## config.mk

```make
export PLATFORM = sky130hd
export DESIGN_NAME = ecall_responder_flat
export DESIGN_NICKNAME = d
export VERILOG_FILES = /design/src/rtl/ecall_pkg.sv /design/src/rtl/ecall_responder_if.sv /design/src/rtl/btn_sync_edge.sv /design/src/rtl/ecall_responder.sv /design/src/flat_wrapper.sv
export SDC_FILE = /design/constraint.sdc
export NUM_CORES = 1
export LEC_CHECK = 0
export CAP_MARGIN = 15
export CORE_MARGIN = 8
export CORE_UTILIZATION = 39
export CTS_CLUSTER_SIZE = 8
export DETAILED_ROUTE_END_ITERATION = 6
export MAX_ROUTING_LAYER = met4
export PLACE_DENSITY = 0.89
export SETUP_SLACK_MARGIN = 0.1
export SYNTH_ARGS = -nofsm -noshare
export SYNTH_HDL_FRONTEND = slang
export SYNTH_HIERARCHICAL = 1
export SYNTH_SLANG_ARGS = --single-unit
export TNS_END_PERCENT = 1
```

## constraint.sdc

```tcl
create_clock -name clk -period 4.74 [get_ports clk]
set_input_delay 0.948 -clock clk [delete_from_list [all_inputs] [get_ports clk]]
set_output_delay 0.948 -clock clk [all_outputs]
set_load 0.02 [all_outputs]
```

## src/rtl/ecall_pkg.sv

```systemverilog
// Shared constants for the ecall responder: service codes, FSM state encoding
// and the a0 write-back index.
package ecall_pkg;

   localparam logic [31:0] SVC_PRINT_INT = 32'd1;
   localparam logic [31:0] SVC_READ_INT  = 32'd5;
   localparam logic [31:0] SVC_EXIT      = 32'd10;
   localparam logic [4:0]  A0_IDX        = 5'd10;

   typedef enum logic [2:0] {
      ST_IDLE      = 3'd0,
      ST_PRINT     = 3'd1,
      ST_READ_WAIT = 3'd2,
      ST_DONE      = 3'd3,
      ST_HALT      = 3'd4
   } state_e;

   // Full 32-bit compare: anything outside the three known codes halts as BAD.
   function automatic state_e svc_target(input logic [31:0] code);
      state_e tgt;
      case (code)
         SVC_PRINT_INT: tgt = ST_PRINT;
         SVC_READ_INT:  tgt = ST_READ_WAIT;
         SVC_EXIT:      tgt = ST_HALT;
         default:       tgt = ST_HALT;
      endcase
      return tgt;
   endfunction

endpackage

```

## src/rtl/ecall_responder_if.sv

```systemverilog
// Decode-stage / register-file side of the ecall responder: request inputs,
// stall back to the core and the a0 write-back port.
interface ecall_responder_if;

   logic        ecall_valid;
   logic [31:0] svc_code;
   logic [31:0] svc_arg;
   logic        stall;
   logic        wb_en;
   logic [4:0]  wb_rd;
   logic [31:0] wb_data;

   modport master (
      output ecall_valid, svc_code, svc_arg,
      input  stall, wb_en, wb_rd, wb_data
   );

   modport slave (
      input  ecall_valid, svc_code, svc_arg,
      output stall, wb_en, wb_rd, wb_data
   );

endinterface

```

## src/rtl/btn_sync_edge.sv

```systemverilog
// Two-flop synchroniser for the asynchronous confirm button, followed by a
// delay flop that turns a synchronised 0->1 transition into a one-cycle pulse.
module btn_sync_edge (
   input  logic clk,
   input  logic rst,
   input  logic btn_async,
   output logic rise
);

   // [0],[1]: synchroniser stages; [2]: previous synchronised level
   logic [2:0] sync_q, sync_d;

   always_comb begin
      sync_d = {sync_q[1:0], btn_async};
      rise   = sync_q[1] & ~sync_q[2];
   end

   always_ff @(posedge clk or posedge rst) begin
      if (rst) begin
         sync_q <= 3'b000;
      end else begin
         sync_q <= sync_d;
      end
   end

endmodule

```

## src/rtl/ecall_responder.sv

```systemverilog
// Services print-int / read-int / exit ecalls from decode, stalling the core
// meanwhile. Optional ECALL_PRINT_HOLD_EN keeps PRINT active for HOLD_CYCLES.
module ecall_responder
   import ecall_pkg::*;
#(
   parameter int SW_WIDTH    = 16,
   parameter int HOLD_CYCLES = 1000
) (
   input  logic                clk,
   input  logic                rst,
   ecall_responder_if.slave    bus,
   input  logic [SW_WIDTH-1:0] sw,
   input  logic                confirm_btn,
   output logic [31:0]         disp_value,
   output logic                disp_valid,
   output logic                halted,
   output logic                err
);

   if (HOLD_CYCLES < 1) begin : g_bad_hold
      $error("HOLD_CYCLES must be at least 1");
   end

   state_e      state_q, state_d;
   logic [31:0] disp_value_q, disp_value_d;
   logic [31:0] wb_data_q, wb_data_d;
   logic        disp_valid_q, disp_valid_d;
   logic        wb_en_q, wb_en_d;
   logic        halted_q, halted_d;
   logic        err_q, err_d;
   logic        stall_c;
   logic        btn_rise;
   logic        enter_print, enter_halt, read_hit;

   btn_sync_edge u_btn (
      .clk       (clk),
      .rst       (rst),
      .btn_async (confirm_btn),
      .rise      (btn_rise)
   );

`ifdef ECALL_PRINT_HOLD_EN
   localparam int CNT_W = (HOLD_CYCLES > 1) ? $clog2(HOLD_CYCLES) : 1;
   logic [CNT_W-1:0] hold_cnt_q, hold_cnt_d;

   always_comb begin
      hold_cnt_d = hold_cnt_q;
      if (enter_print) begin
         hold_cnt_d = CNT_W'(HOLD_CYCLES - 1);
      end else if (state_q == ST_PRINT && hold_cnt_q != {CNT_W{1'b0}}) begin
         hold_cnt_d = hold_cnt_q - {{(CNT_W-1){1'b0}}, 1'b1};
      end else begin
         hold_cnt_d = hold_cnt_q;
      end
   end

   always_ff @(posedge clk or posedge rst) begin
      if (rst) begin
         hold_cnt_q <= {CNT_W{1'b0}};
      end else begin
         hold_cnt_q <= hold_cnt_d;
      end
   end
`endif

   always_ff @(posedge clk or posedge rst) begin
      if (rst) begin
         state_q <= ST_IDLE;
      end else begin
         state_q <= state_d;
      end
   end

   always_comb begin
      state_d = state_q;
      case (state_q)
         ST_IDLE: begin
            if (bus.ecall_valid) begin
               state_d = svc_target(bus.svc_code);
            end else begin
               state_d = ST_IDLE;
            end
         end
`ifdef ECALL_PRINT_HOLD_EN
         ST_PRINT: begin
            if (hold_cnt_q == {CNT_W{1'b0}}) begin
               state_d = ST_DONE;
            end else begin
               state_d = ST_PRINT;
            end
         end
`else
         ST_PRINT:     state_d = ST_DONE;
`endif
         ST_READ_WAIT: begin
            if (btn_rise) begin
               state_d = ST_DONE;
            end else begin
               state_d = ST_READ_WAIT;
            end
         end
         ST_DONE:      state_d = ST_IDLE;
         ST_HALT:      state_d = ST_HALT;
         default:      state_d = ST_IDLE;
      endcase
   end

   // Registered outputs are loaded on the transition into the state that shows them.
   always_comb begin
      enter_print  = (state_q == ST_IDLE) && (state_d == ST_PRINT);
      enter_halt   = (state_q == ST_IDLE) && (state_d == ST_HALT);
      read_hit     = (state_q == ST_READ_WAIT) && btn_rise;
      disp_value_d = enter_print ? bus.svc_arg : disp_value_q;
      disp_valid_d = enter_print ? 1'b1 : disp_valid_q;
      wb_en_d      = read_hit;
      wb_data_d    = read_hit ? 32'($signed(sw)) : wb_data_q;
      halted_d     = enter_halt ? 1'b1 : halted_q;
      err_d        = enter_halt ? (bus.svc_code != SVC_EXIT) : err_q;
      stall_c      = ~rst & (((state_q == ST_IDLE) && bus.ecall_valid) ||
                             ((state_q != ST_IDLE) && (state_q != ST_DONE)));
   end

   always_ff @(posedge clk or posedge rst) begin
      if (rst) begin
         disp_value_q <= 32'd0;
         disp_valid_q <= 1'b0;
         wb_en_q      <= 1'b0;
         wb_data_q    <= 32'd0;
         halted_q     <= 1'b0;
         err_q        <= 1'b0;
      end else begin
         disp_value_q <= disp_value_d;
         disp_valid_q <= disp_valid_d;
         wb_en_q      <= wb_en_d;
         wb_data_q    <= wb_data_d;
         halted_q     <= halted_d;
         err_q        <= err_d;
      end
   end

   assign bus.stall   = stall_c;
   assign bus.wb_en   = wb_en_q;
   assign bus.wb_rd   = A0_IDX;
   assign bus.wb_data = wb_data_q;
   assign disp_value  = disp_value_q;
   assign disp_valid  = disp_valid_q;
   assign halted      = halted_q;
   assign err         = err_q;

endmodule

```

## src/flat_wrapper.sv

```systemverilog
// flat-port wrapper written by rule: the top's interface ports become plain ports
module ecall_responder_flat import ecall_pkg::*;
#(
   parameter int SW_WIDTH    = 16,
   parameter int HOLD_CYCLES = 1000
)
  (clk, rst, sw, confirm_btn, disp_value, disp_valid, halted, err, bus_ecall_valid, bus_svc_code, bus_svc_arg, bus_stall, bus_wb_en, bus_wb_rd, bus_wb_data);
  ecall_responder_if bus_i ();
  input  logic clk;
  input  logic rst;
  input  logic [SW_WIDTH-1:0] sw;
  input  logic confirm_btn;
  output logic [31:0] disp_value;
  output logic disp_valid;
  output logic halted;
  output logic err;
  input wire logic [$bits(bus_i.ecall_valid)-1:0] bus_ecall_valid;
  input wire logic [$bits(bus_i.svc_code)-1:0] bus_svc_code;
  input wire logic [$bits(bus_i.svc_arg)-1:0] bus_svc_arg;
  output wire logic [$bits(bus_i.stall)-1:0] bus_stall;
  output wire logic [$bits(bus_i.wb_en)-1:0] bus_wb_en;
  output wire logic [$bits(bus_i.wb_rd)-1:0] bus_wb_rd;
  output wire logic [$bits(bus_i.wb_data)-1:0] bus_wb_data;
  assign bus_i.ecall_valid = bus_ecall_valid;
  assign bus_i.svc_code = bus_svc_code;
  assign bus_i.svc_arg = bus_svc_arg;
  assign bus_stall = bus_i.stall;
  assign bus_wb_en = bus_i.wb_en;
  assign bus_wb_rd = bus_i.wb_rd;
  assign bus_wb_data = bus_i.wb_data;
  ecall_responder #(.SW_WIDTH(SW_WIDTH), .HOLD_CYCLES(HOLD_CYCLES)) u_core (.clk(clk), .rst(rst), .bus(bus_i), .sw(sw), .confirm_btn(confirm_btn), .disp_value(disp_value), .disp_valid(disp_valid), .halted(halted), .err(err));
endmodule
```

Word level (Yosys, flattened, before mapping)

Cells that the tools add are included.

Muxes and demuxes: 4
Reductions and logical operators: 8
Equality and inequality tests: 9
Bitwise gates (word level): 4

Operators by type and width:

| cell                  | count |
|---|---|
| $eq A32 B1 Y1 const B | 1 |
| $eq A32 B3 Y1 const B | 1 |
| $ne A32 B4 Y1 const B | 1 |
| $pmux W3 S4           | 1 |
| $eq A3 B1 Y1 const B  | 2 |
| $eq A3 B3 Y1 const B  | 2 |
| $pmux W3 S2           | 1 |
| $logic_and A1 B1 Y1   | 5 |
| $eq A3 B2 Y1 const B  | 1 |
| $logic_not A3 Y1      | 1 |
| $mux W3               | 1 |
| $ne A3 B2 Y1 const B  | 1 |
| $reduce_bool A3 Y1    | 1 |
| $and A1 B1 Y1         | 2 |
| $not A1 Y1            | 2 |
| $logic_or A1 B1 Y1    | 1 |
| $mux W1               | 1 |

Logic and storage cells: 33
Output and inout port bits: 74
Bits of input ports: 84
Register bits: 58

Depth between registers and ports, before layout

Gate-level depths: netlist of run 1.

Depth in word-level cells: 6
Mapped depth: 6
Gate-level depth less buffers: 4

Modules after synthesis

Netlist of run 1, hierarchy kept.

By module, submodules not included:

| module          | times used | cells an instance | area an instance (um2) |
|---|---|---|---|
| ecall_responder | 1          | 169               | 2387.3 |
| btn_sync_edge   | 1          | 5                 | 92.6 |

Worst setup path before layout of run 1

Ideal clock, no wire load.

Path type: input-to-reg
From: in bus_svc_code[26]
To: reg u_core.disp_value_q[11], in the netlist u_core/disp_value[11]
Setup slack: 2.141 ns
Data required time: 4.615 ns
Arrival: 2.474 ns
Buffers on the path: 1
Stages on the path: 5
Path through: nor4_1 -> nand4_1 -> nor4_4 -> buf_6 -> mux2_2

Longest elaborated chain between the ends: 6

Ends and longest elaborated chain:

| item                                                  | line                   | RTL |
|---|---|---|
| from (decl)                                           | flat_wrapper.sv:18     | `input wire logic [$bits(bus_i.svc_code)-1:0] bus_svc_code;` |
| $eq A32 B3 Y1 / $eq A32 B1 Y1 (equally long branches) | ecall_pkg.sv:21        | `case (code)` |
| $pmux W3 S2 (*)                                       | ecall_pkg.sv:21        |  |
| $mux W3 (*)                                           | ecall_responder.sv:78  | `if (bus.ecall_valid) begin` |
| $pmux W3 S4 (*)                                       | ecall_responder.sv:76  | `case (state_q)` |
| $eq A3 B1 Y1 (*)                                      | ecall_responder.sv:110 | `enter_print = (state_q == ST_IDLE) && (state_d == ST_PRINT);` |
| $logic_and A1 B1 Y1 (*)                               | ecall_responder.sv:110 |  |
| to (signal assigned)                                  | ecall_responder.sv:132 | `disp_value_q <= disp_value_d;` |
| to (decl)                                             | ecall_responder.sv:25  | `logic [31:0] disp_value_q, disp_value_d;` |

Mark *: on every way between the ends. The rest lies on a longest branch, timed or not.
A chain may end at the register's enable or synchronous reset.

Final worst setup path of run 1

From: in bus_ecall_valid
To: out bus_stall

Longest elaborated chain between the ends: 3

Ends and longest elaborated chain:

| item                | line                   | RTL |
|---|---|---|
| from (decl)         | flat_wrapper.sv:17     | `input wire logic [$bits(bus_i.ecall_valid)-1:0] bus_ecall_valid;` |
| $logic_and A1 B1 Y1 | ecall_responder.sv:119 | `stall_c = ~rst & (((state_q == ST_IDLE) && bus.ecall_valid) \|\|` |
| $logic_or A1 B1 Y1  | ecall_responder.sv:119 |  |
| $and A1 B1 Y1       | ecall_responder.sv:119 |  |
| to (decl)           | flat_wrapper.sv:20     | `output wire logic [$bits(bus_i.stall)-1:0] bus_stall;` |

No other way between the ends.

==> out/metrics.cfg, run 1 <==
[finish]
drive_gt1_frac = 0.208
fillers = 476
seqCellArea_um2 = 1450
diodes = 0
nNetsFinal = 401
syn_to_final_growth_pct = 65.6
multiInputGateArea_um2 = 817
final_cell_mix = 152 x clkdlybuf4s50_1, 58 x dfrtp_1, 42 x mux2_2, 10 x clkbuf_8, 7 x nor4_1
layout_commonest_cell = clkdlybuf4s50_1
final_area_um2 = 4110
layoutNonFillerInstCount = 399

[routing]
drc_errors = 0
first_iter_violations = 27
via_count = 1879
postRouteAntennaNets = 0
wl_per_cell_um = 16.3
vias_per_cell = 4.71
routed_wl_mm = 6.52
firstDrtPassIters = 4

[synth]
yosysSeqAreaShare = 0.585
ys_types = 29
syn_area_um2 = 2480
yosysWarnings = 6
syn_avg_cell_area_um2 = 14.3
ys_seq_elements = 58
postSynthCellCount = 174

[clock_tree]
numCtsBuffers = 9
cts.sinks = 58
tritoncts = built
holdBufCountCts = 0
insertion_delay_ps = 320
root_buffer = clkbuf_8
path_clk_slew_ps = 60
cts_setup_buffers = 0
h-tree-depth = 3
cts_resized = 0
clk_path_buf_depth = 2

[placed_design]
placed_cell_area_um2 = 3920
place_ws_ps = 1400
dpl.hpwl_mm = 5.14
place.detailed.instances = 382
io_buffers = 152
place_congestion = 0.747

[die]
io_pins = 158
dieArea_um2 = 9170
start_util = 0.397
die_w_um = 95.7
die_h_um = 95.7
row_count = 29
core-area_um2 = 6240

[sta]
fmax_ghz = 0.300
fin_setup_tns_ps = 0
setup_viol = 0
fin_ws_ps = 1410
skew_ps = 11.1
hold_violations = 0
rsz0062_at_grt = no
timing.final.crit_share = 0.703
finalCriticalPeriod_ps = 3330
slew_violations = 0
hold_ws_ps = 360

[power]
p_leak_nw = 1.85
irDropWorstVdd_mv = 0.221
power_density_nw_per_um2 = 238

[min_path]
hp-class = reg2reg

[global_routing]
grt_util_all_layers = 0.141
grt_antenna_before_repair = 0
grt_max_degree = 56
grt_pass1_vias = 1956
grt_overflow = 0
grt_pass1_wl_mm = 9.57

[critical_path]
worstSetupEndpointType = primary output
cp_cell_sequence = clkdlybuf4s50_1 > nor3_1 > a21oi_1 > nor2_1 > nor2_1 > clkdlybuf4s50_1
path_class = in2out
critical_path_required_ps = 3790
crit_arrival_ps = 2390
cpMaxStageDelayCell = clkdlybuf4s50_1
start_kind = input pin
max_stage_delay_ps = 610
path_max_fanout = 3

[flow_run]
cap_violations = 0

[status]
status = completed

## cell families after synthesis
family	share of synthesized area
DFF	0.585
muxes	0.218
buffers and inverters	0.0898
and+or+nand+nor	0.0772
AOI/OAI and AO/OA	0.0232
other	0.00303
xor gates and xnor gates	0.00353
## cells in the mapped netlist, drive strengths merged
cell | count | area, um2
a211oi | 1 | 7.51
a21o | 1 | 7.51
a21oi | 1 | 5.00
a32o | 1 | 10.0
buf | 26 | 208
conb | 2 | 7.51
dfrtp | 58 | 1450
inv | 4 | 15.0
mux2 | 48 | 541
nand2 | 2 | 7.51
nand2b | 1 | 8.76
nand3 | 2 | 10.0
nand4 | 2 | 12.5
nor2 | 5 | 18.8
nor2b | 1 | 13.8
nor3 | 1 | 5.00
nor3b | 1 | 7.51
nor4 | 8 | 65.1
nor4b | 1 | 23.8
o21a | 1 | 7.51
o21ai | 2 | 10.0
o32a | 1 | 10.0
or2 | 2 | 12.5
or3 | 1 | 6.26
xor2 | 1 | 8.76
## registers in the layout (all words and copies together), names as in the netlist
| register | count |
|---|---|
| u_core/halted | 1 |
| u_core/disp_value | 32 |
| u_core/bus.wb_en | 1 |
| u_core/bus.wb_data | 16 |
| u_core/disp_valid | 1 |
| u_core/state_q | 3 |
| u_core/u_btn/sync_q | 3 |
| u_core/err | 1 |
## per-layer routing
layer,vias up,track usage,wire length (um)
met2,101,0.221,3110
met1,894,0.154,2500
met3,9,0.0655,823
met5,-,-,0
li1,875,-,-
met4,0,0.0512,88
## worst max-delay path: cells and delay by family
kind,cells,cell delay [ps]
AO/OA/AOI/OAI,1,130
buffers and inverters,2,1110
AND/OR/NAND/NOR,3,180
## path summary, 6_finish.rpt
| path | from | to | slack [ps] | cells after the start |
|---|---|---|---|---|
| worst min register to register | u_core/u_btn/sync_q[0] | u_core/u_btn/sync_q[1] | 360 | 0 |
| max in group asynchronous | rst | u_core/err | 3300 | 3 |
| worst max-delay path | bus_ecall_valid | bus_stall | 1410 | 6 |
| min in group asynchronous | rst | u_core/u_btn/sync_q[0] | 880 | 2 |
| worst min-delay path | u_core/u_btn/sync_q[0] | u_core/u_btn/sync_q[1] | 360 | 0 |
| worst max register to register | u_core/state_q[0] | u_core/disp_value[15] | 2540 | 5 |
## stage by stage
| stage | util | power (W) |
|---|---|---|
| finish | 0.658 | 0.000978 |
| global route | 0.658 | 0.00102 |
| detailed placement | 0.628 | 0.000600 |
| global placement | 0.628 | 0.000598 |
| CTS | 0.655 | 0.000991 |
| floorplan | - | 0.000528 |
## report_power, final
group	leakage, nW	total (W)	internal [W]	switching [W]
logic	0.972	0.0000937	0.0000665	0.0000272
registers	0.794	0.000498	0.000497	0.00000108
clock network	0.0851	0.000386	0.000201	0.000185
## area by class of cell
cell class / instances / area share
Timing Repair Buffer: 155 / 0.379
Sequential cell: 58 / 0.353
Multi-Input combinational cell: 89 / 0.199
Clock buffer: 11 / 0.0344
Tap cell: 77 / 0.0235
Clock inverter: 5 / 0.00731
Inverter: 4 / 0.00366
Note: power is estimated with default switching activity, not from simulation.
==> run 2, diff against run 1 <==
Settings changed: CORE_UTILIZATION 39 to 36, PLACE_DENSITY 0.89 to 0.83.
Clock period 4.74 ns to 3.45 ns, I/O delays scaled along.
==> run 2 against run 1 <==
Against the previous run:
- clock-buffer cell count increased by 1
- routed wire length increased by 3.1%
- clock power increased by 100%
- power rose by 63%
- critical endpoint unchanged
- largest power group is now clock
- highest routed layer unchanged
==> out/metrics.cfg, run 2 (synthesis gave the netlist of run 1 again) <==
[critical_path]
crit_arrival_ps = 2110  ; -280 ps
path_max_fanout = 3  ; unchanged
r2r-start = u_core/state_q[0]
worstSetupEndpointType = primary output
path_class = in2out
reg2reg_setup_slack_ps = 1410  ; -1130 ps
critical_path_required_ps = 2760  ; -1030 ps
crit_start = bus_ecall_valid
start_kind = input pin
r2r_cells = 5  ; unchanged
r2r_end = u_core/disp_value[25]

[flow_run]
cap_violations = 0  ; unchanged

[power]
total_power_w = 0.00160  ; +63%
p_leak_nw = 1.89  ; +2.2%
power_density_nw_per_um2 = 380  ; +60%
irDropWorstVdd_mv = 0.278  ; +26%

[min_path]
min_to = u_core/u_btn/sync_q[1]
hp-class = reg2reg
worstHoldStart = u_core/u_btn/sync_q[0]
whs_path_depth = 0  ; unchanged

[global_routing]
grt_util_all_layers = 0.142  ; +0.00154
grt_max_degree = 56  ; unchanged
grt_pass1_wl_mm = 10.7  ; +12%
grt_pass1_vias = 2119  ; +8.3%
grt_overflow = 0  ; unchanged
grt_antenna_before_repair = 0  ; unchanged

[routing]
drc_errors = 0  ; unchanged
wl_per_cell_um = 16.7  ; +2.3%
vias_per_cell = 4.59  ; -2.5%
via_count = 1845  ; -1.8%
firstDrtPassIters = 4  ; unchanged
postRouteAntennaNets = 0  ; unchanged
routed_wl_mm = 6.73  ; +3.1%
first_iter_violations = 35  ; +30%

[finish]
syn_to_final_growth_pct = 69.6
multiInputGateArea_um2 = 817  ; unchanged
diodes = 0  ; unchanged
layout_commonest_cell = clkdlybuf4s50_1
final_cell_mix = 152 x clkdlybuf4s50_1, 58 x dfrtp_1, 42 x mux2_2, 11 x clkbuf_8, 7 x nor4_1
largest_reg_flops = 32  ; unchanged
fillers = 541  ; +14%
seqCellArea_um2 = 1450  ; unchanged
drive_gt1_frac = 0.208  ; unchanged
nNetsFinal = 401  ; unchanged

[sta]
skew_ps = 9.26  ; -1.88 ps
timing.final.crit_share = 0.811
setup_viol = 0  ; unchanged
fmax_ghz = 0.357
fin_setup_tns_ps = 0  ; unchanged
slew_violations = 0  ; unchanged
finalCriticalPeriod_ps = 2800
rsz0062_at_grt = no
hold_violations = 0  ; unchanged

[placed_design]
place_congestion = 0.713  ; -4.6%
dpl.hpwl_mm = 5.34  ; +4.0%
io_buffers = 152  ; unchanged

[clock_tree]
cts_resized = 0  ; unchanged
numCtsBuffers = 9  ; unchanged
holdBufCountCts = 0  ; unchanged
root_buffer = clkbuf_8
cts_setup_buffers = 0  ; unchanged
path_clk_slew_ps = 60  ; about the same
clk_path_buf_depth = 2  ; unchanged
insertion_delay_ps = 320  ; about the same
h-tree-depth = 3  ; unchanged
tritoncts = built
cts.sinks = 58  ; unchanged

[die]
core-area_um2 = 6720  ; +7.7%
die_w_um = 99.0  ; +3.4%
io_pins = 158  ; unchanged
start_util = 0.369  ; -0.0283
die_h_um = 99.0  ; +3.4%
row_count = 30  ; +3.4%
dieArea_um2 = 9800  ; +6.9%

[status]
status = completed

[run 2: worst max-delay path by stage]
| stage | to | slack [ps] | cells after the start |
|---|---|---|---|
| global placement | u_core/disp_value[13] | 630 | 6 |
| global route | bus_stall | 530 | 6 |
| CTS | bus_stall | 640 | 6 |
| detailed placement | u_core/disp_value[25] | 600 | 6 |
| finish | bus_stall | 650 | 6 |
| floorplan | u_core/disp_value[11] | 1110 | 5 |
[run 2: critical path, stage by stage]
cell	delay, ps
clkdlybuf4s50_1	500
nor3_1	50
a21oi_1	120
nor2_1	50
nor2_1	80
clkdlybuf4s50_1	610
[run 2: layout make-up]
cell class | instances | share of cell area
well taps | 80 | 0.0238
clock buffers | 12 | 0.0369
clock inverters | 4 | 0.0232
inverters | 4 | 0.00357
multi-input cells | 89 | 0.194
repair buffers | 155 | 0.373
flip-flops and latches | 58 | 0.345
[run 2: power by group]
group | internal, W | switching [W] | total [W] | leakage, nW
sequential | 0.000683 | 0.00000180 | 0.000685 | 0.794
combinational | 0.0000915 | 0.0000378 | 0.000129 | 0.975
clock | 0.000520 | 0.000264 | 0.000784 | 0.123
[run 2: stage by stage]
step           worst slack [ps]  area (um2)  hold WS, ps  instances  utilization
6_report                    652        4210          362        402        0.626
5_1_grt                     535        4210          370        402        0.626
4_1_cts                     644        4210          363        402        0.626
3_5_place_dp                600        3950          336        386        0.588
3_3_place_gp                631        3950          340        386        0.588
2_1_floorplan              1110        2490          331        177            -
[run 2: routing by layer]
metal,part of all wire,vias to the layer above,track usage
met1,0.37,890,0.147
met2,0.54,76,0.247
met5,0,-,-
met4,0.010,0,0.0484
li1,-,871,-
met3,0.076,8,0.0486
==> run 3, diff against run 2 <==
Settings changed: CORE_UTILIZATION 36 to 33, PLACE_DENSITY 0.83 to 0.81.
Clock period 3.45 ns to 2.5 ns, I/O delays scaled along.
==> run 3 against run 2 <==
Against the previous run:
- non-clock buffer count up 3
- final area down 0.68%
- critical path depth unchanged
- global-route usage down 0.98 points
- clock-buffer cell count down 1
- sequential power up 38%
- die area up 7.6%
- combinational power up 37%
- sequential share of layout area up 0.24 points
- final cell count up 5.0%
- via count up 1.6%
- power up 22%
- critical endpoint is now u_core/disp_value[12]
- highest routed layer unchanged
==> out/metrics.cfg, run 3 (synthesis gave the netlist of run 1 again) <==
[die]
start_util = 0.342  ; -0.0272
die_h_um = 103  ; +3.7%
dieArea_um2 = 10500  ; +7.6%
io_pins = 158  ; unchanged
die_w_um = 103  ; +3.7%
core-area_um2 = 7250  ; +8.0%
row_count = 31  ; +3.3%

[placed_design]
dpl.hpwl_mm = 5.53  ; +3.5%
io_buffers = 152  ; unchanged
place_ws_ps = -33.8  ; -634 ps
place_congestion = 0.766  ; +7.5%
placed_cell_area_um2 = 3990  ; +0.85%

[critical_path]
start_kind = input pin
worst-path-buf-inv = 2  ; unchanged
cpMaxStageDelayCell = clkdlybuf4s50_1
path_delay_family = simple AND/OR/NAND/NOR gates
r2r_end = u_core/disp_value[12]
worstSetupEndpointType = register
critical_path_required_ps = 2700  ; -60 ps
crit_arrival_ps = 2390  ; +280 ps
path_class = in2reg
cp_cell_sequence = clkdlybuf4s50_1 > nor4_1 > nand4_1 > nor4_4 > buf_12 > mux2_2
reg2reg_setup_slack_ps = 500  ; -910 ps
r2r_cells = 5  ; unchanged
max_stage_delay_ps = 390  ; -220 ps
r2r-start = u_core/state_q[0]
path_max_fanout = 34  ; +31

[power]
pwr-share-seq = 0.484  ; +0.056
p_sw_frac = 0.197  ; +0.00655
power_density_nw_per_um2 = 467  ; +23%
switching_power_w = 0.000384  ; +26%
irDropWorstVdd_mv = 0.344  ; +24%
p_leak_nw = 1.88  ; -0.56%
clkPwrFrac = 0.425  ; -0.066
combPwrFrac = 0.091  ; +0.010
p_int_w = 0.00157  ; +21%

[sta]
slew_violations = 0  ; unchanged
setup_viol = 0  ; unchanged
fmax_ghz = 0.457
hold_violations = 0  ; unchanged
rsz0062_at_grt = no
finalCriticalPeriod_ps = 2190
skew_ps = 5.43  ; -3.83 ps
fin_ws_ps = 312  ; -340 ps
timing.final.crit_share = 0.875
hold_ws_ps = 356  ; -5.54 ps

[clock_tree]
insertion_delay_ps = 320  ; about the same
path_clk_slew_ps = 60  ; about the same
root_buffer = clkbuf_8
numCtsBuffers = 9  ; unchanged
cts.sinks = 58  ; unchanged
clk_path_buf_depth = 2  ; unchanged
cts_setup_buffers = 0  ; unchanged
holdBufCountCts = 0  ; unchanged
tritoncts = built
h-tree-depth = 3  ; unchanged

[global_routing]
grt_overflow = 0  ; unchanged
grt_pass1_wl_mm = 10.2  ; -4.5%
grt_pass1_vias = 2059  ; -2.8%
grt_antenna_before_repair = 0  ; unchanged
grt_util_all_layers = 0.132  ; -0.00984
grt_max_degree = 35  ; -38%

[routing]
first_iter_violations = 32  ; -8.6%
postRouteAntennaNets = 0  ; unchanged
wl_per_cell_um = 16.0  ; -4.2%
drc_errors = 0  ; unchanged
via_count = 1874  ; +1.6%
vias_per_cell = 4.44  ; -3.2%
routed_wl_mm = 6.76  ; +0.52%
firstDrtPassIters = 4  ; unchanged

[min_path]
worstHoldStart = u_core/u_btn/sync_q[0]
min_to = u_core/u_btn/sync_q[1]
whs_path_depth = 0  ; unchanged
hp-class = reg2reg

[finish]
drive_gt1_frac = 0.214  ; +0.00555
syn_to_final_growth_pct = 68.4
fin_util = 0.576  ; -0.0501
nNetsFinal = 404  ; +0.75%
layout_commonest_cell = clkdlybuf4s50_1
fillers = 616  ; +14%
diodes = 0  ; unchanged
final_cell_mix = 151 x clkdlybuf4s50_1, 58 x dfrtp_1, 42 x mux2_2, 11 x clkbuf_8, 7 x nor4_1
largest_reg_flops = 32  ; unchanged
final_area_um2 = 4180  ; -0.68%

[flow_run]
cap_violations = 0  ; unchanged

[status]
status = completed

[run 3: metrics by stage]
stage               instances  TNS (ps)  total power [W]
floorplan                 177         0          0.00100
global placement          408         0          0.00114
detailed placement        408      -648          0.00114
CTS                       422         0          0.00199
global route              422         0          0.00204
finish                    422         0          0.00195
[run 3: how the worst max path moves through the flow]
stage | from | to | slack, ps | cells after the start
2_1_floorplan | bus_svc_code[26] | u_core/disp_value[11] | 350 | 5
3_3_place_gp | bus_svc_code[18] | u_core/disp_value[19] | 20 | 6
3_5_place_dp | bus_svc_code[26] | u_core/disp_value[20] | -30 | 6
4_1_cts | u_core/bus.wb_data[15] | bus_wb_data[26] | 300 | 1
5_1_grt | bus_svc_code[18] | u_core/disp_value[24] | 210 | 6
6_report | bus_svc_code[26] | u_core/disp_value[12] | 310 | 6
[run 3: final cells by class]
cell class                      count  area, um2  share of cell area
Clock buffer                       11        151              0.0362
Clock inverter                      3       40.0             0.00959
Inverter                            4       15.0             0.00359
Multi-Input combinational cell     89        817               0.196
Sequential cell                    58       1450               0.348
Tap cell                           99        124              0.0297
Timing Repair Buffer              158       1580               0.378
[run 3: worst reg2reg max path, cell delays in order (launching register included)]
cell      delay (ps)
dfrtp_1          460
nor4b_4          340
nand2b_2         130
nor4_4           330
buf_12           250
mux2_2           380
[run 3: routing by layer]
layer	up-vias	GRT usage	wire length, um
met1	895	0.127	2390
met4	0	0.0429	87
met5	-	-	0
li1	876	-	-
met3	8	0.0709	813
met2	95	0.224	3470
[run 3: timing repair]
item	in CTS	in global routing
hold endpoints to repair	0	0
endpoints found under the setup margin	1	0
gates resized for setup	1	0
[run 3: power by group through the flow]
stage / Combinational [W] / Clock (W) / Sequential [W]
4_1_cts: 0.000180 / 0.000862 / 0.000945
2_1_floorplan: 0.0000374 / 0 / 0.000964
3_5_place_dp: 0.000180 / 0 / 0.000962
3_3_place_gp: 0.000177 / 0 / 0.000962
6_report: 0.000177 / 0.000829 / 0.000945
5_1_grt: 0.000191 / 0.000904 / 0.000945
==> RTL edit: new RTL, config.mk and constraints of run 2 <==
Register the output `err` once more, with the module's reset; this adds one clock of latency there. The other outputs are not delayed to match.
--- a/src/rtl/ecall_responder.sv
+++ b/src/rtl/ecall_responder.sv
@@ -145,7 +145,13 @@
    assign disp_value  = disp_value_q;
    assign disp_valid  = disp_valid_q;
    assign halted      = halted_q;
-   assign err         = err_q;
+   always_ff @(posedge clk or posedge rst) begin
+      if (rst) begin
+         err <= '0;
+      end else begin
+         err <= err_q;
+      end
+   end
 
 endmodule
 
Behaviour: not the same (Yosys sat finds a counterexample within 4 cycles, from zero or initial values and one cycle with rst high).
==> RTL edit against run 2 <==
Combinational power is essentially flat. Area after synthesis grew 1.0%. Routed wire length shrank 2.6%. Synthesized cell count grew 0.57%. Sequential cell count grew 1. Cell area shrank 0.30%. Maximum frequency grew 0.12%. First-iteration DRC count shrank 31%. Total power shrank 4.7%. Setup slack gained 3.4 ps. Global-route usage shrank 0.58 points. Utilization shrank 0.53 points. Sequential power grew 2%. Highest routed layer unchanged.
==> RTL edit: results (changes against run 2) <==
| Metric | Value |
|---|---|
| Register area share after synthesis | `58.9% (+0.41 points)` |
| Worst IR Drop VDD | `0.000366 V (+32%)` |
| Commonest cells post-synth | `dfrtp_1 (59), mux2_2 (42), buf_4 (21), nor4_1 (7), mux2_1 (6)` |
| Area contributors post-synth | `dfrtp_1 (59%), mux2_2 (19%), buf_4 (6.3%)` |
| Met2 Track Usage GR | `20.9% (-3.8 points)` |
| Leak | `0.00190 uW (+0.38%)` |
| Compound-cell area share of the yosys netlist | `2.30% (-0.023 points)` |
| IO Port Bufs | `152 (unchanged)` |
| Antenna viol nets, final | `0 (unchanged)` |
| Run status | `finished clean` |
| Worst reg2reg setup slack | `1420 ps` |
| Wl on met1 | `2.68 mm (+6.2%)` |
| Crit-path max FO | `3 (unchanged)` |
| Share of layout cells above drive strength 1 | `21.3% (+0.49 points)` |
| TritonRoute pass-1 iters | `5 (+1)` |
| Pin count of the biggest net entering global routing | `21 (-63%)` |
| Worst setup path startpoint | `bus_ecall_valid` |
| GR Util met1 | `14.9% (+0.13 points)` |
| FF-to-FF Start | `u_core/state_q[0]$_DFF_PP0_` |
| Top routing layer used | `met4` |
| GRT Total Usage | `13.7% (-0.58 points)` |
| Routed wl met3 | `732 um (+42%)` |
| RePlAce Congestion | `0.745 (+4.5%)` |
| Initial DRC count | `24 (-31%)` |
| Final net count | `404 (+0.75%)` |
| Met2 WL post-DR | `3.12 mm (-14%)` |
| Final Skew | `7.56 ps (-1.71 ps)` |
| Total Wirelength | `6.55 mm (-2.6%)` |
| Total number of vias | `1,879 (+1.8%)` |
| First-pass GRT wire length | `10.3 mm (-3.9%)` |
| Global-route track usage on met3 | `7.61% (+2.7 points)` |
| Sw Ratio | `19.4% (+0.38 points)` |
| Hold Slack | `368 ps (+6.27 ps)` |
| Vias in the first global route | `2,087 (-1.5%)` |
| HPWL after DPL | `5.31 mm (-0.52%)` |
| Critical R2R Capture | `u_core/disp_value[29]$_DFFE_PP0P_` |
| Clock buffer depth | `2 (unchanged)` |
| XOR/XNOR share of the synthesized area | `0.350% (-0.0035 points)` |
| Multiplexer share of the synthesized area | `21.6% (-0.22 points)` |
| Htree depth | `3 (unchanged)` |
| Slowest CP cell | `clkdlybuf4s50_1` |
## RTL edit: cells by family (layout without fill, tap and decap cells)
| kind of cell | Yosys count | count (layout) |
|---|---|---|
| flip-flops | 59 | 59 |
| AND/OR/NAND/NOR | 27 | 27 |
| AO/OA/AOI/OAI | 8 | 8 |
| multiplexers | 48 | 48 |
| other | 2 | 5 |
| buffers and inverters | 30 | 176 |
| XOR/XNOR | 1 | 1 |
## RTL edit: power by group through the flow
stage | Sequential [uW] | Combinational, uW | Clock [uW]
after floorplan | 711 | 27.2 | 0
final | 697 | 129 | 697
after detailed placement | 710 | 130 | 0
after global placement | 710 | 128 | 0
after CTS | 697 | 131 | 723
after global routing | 697 | 139 | 761
## RTL edit: how the worst min path moves through the flow
stage / end
CTS: u_core/u_btn/sync_q[1]$_DFF_PP0_
global route: u_core/u_btn/sync_q[1]$_DFF_PP0_
detailed placement: u_core/u_btn/sync_q[1]$_DFF_PP0_
floorplan: u_core/u_btn/sync_q[1]$_DFF_PP0_
global placement: u_core/u_btn/sync_q[1]$_DFF_PP0_
finish: u_core/u_btn/sync_q[1]$_DFF_PP0_
## RTL edit: cell type report
cell class,instances,area [um2]
clock buffers,11,151
fillers,522,2560
repair buffers,157,1560
well taps,80,100
multi-input cells,89,817
clock inverters,4,73.8
inverters,4,15.0
flip-flops and latches,59,1480
## RTL edit: metrics by stage
| step | power [uW] | area, um2 | cells | setup slack, ps |
|---|---|---|---|---|
| finish | 1520 | 4190 | 404 | 655 |
| global route | 1600 | 4190 | 404 | 580 |
| CTS | 1550 | 4190 | 404 | 649 |
| detailed placement | 840 | 3970 | 389 | 545 |
| global placement | 838 | 3970 | 389 | 600 |
| floorplan | 738 | 2520 | 178 | 1110 |
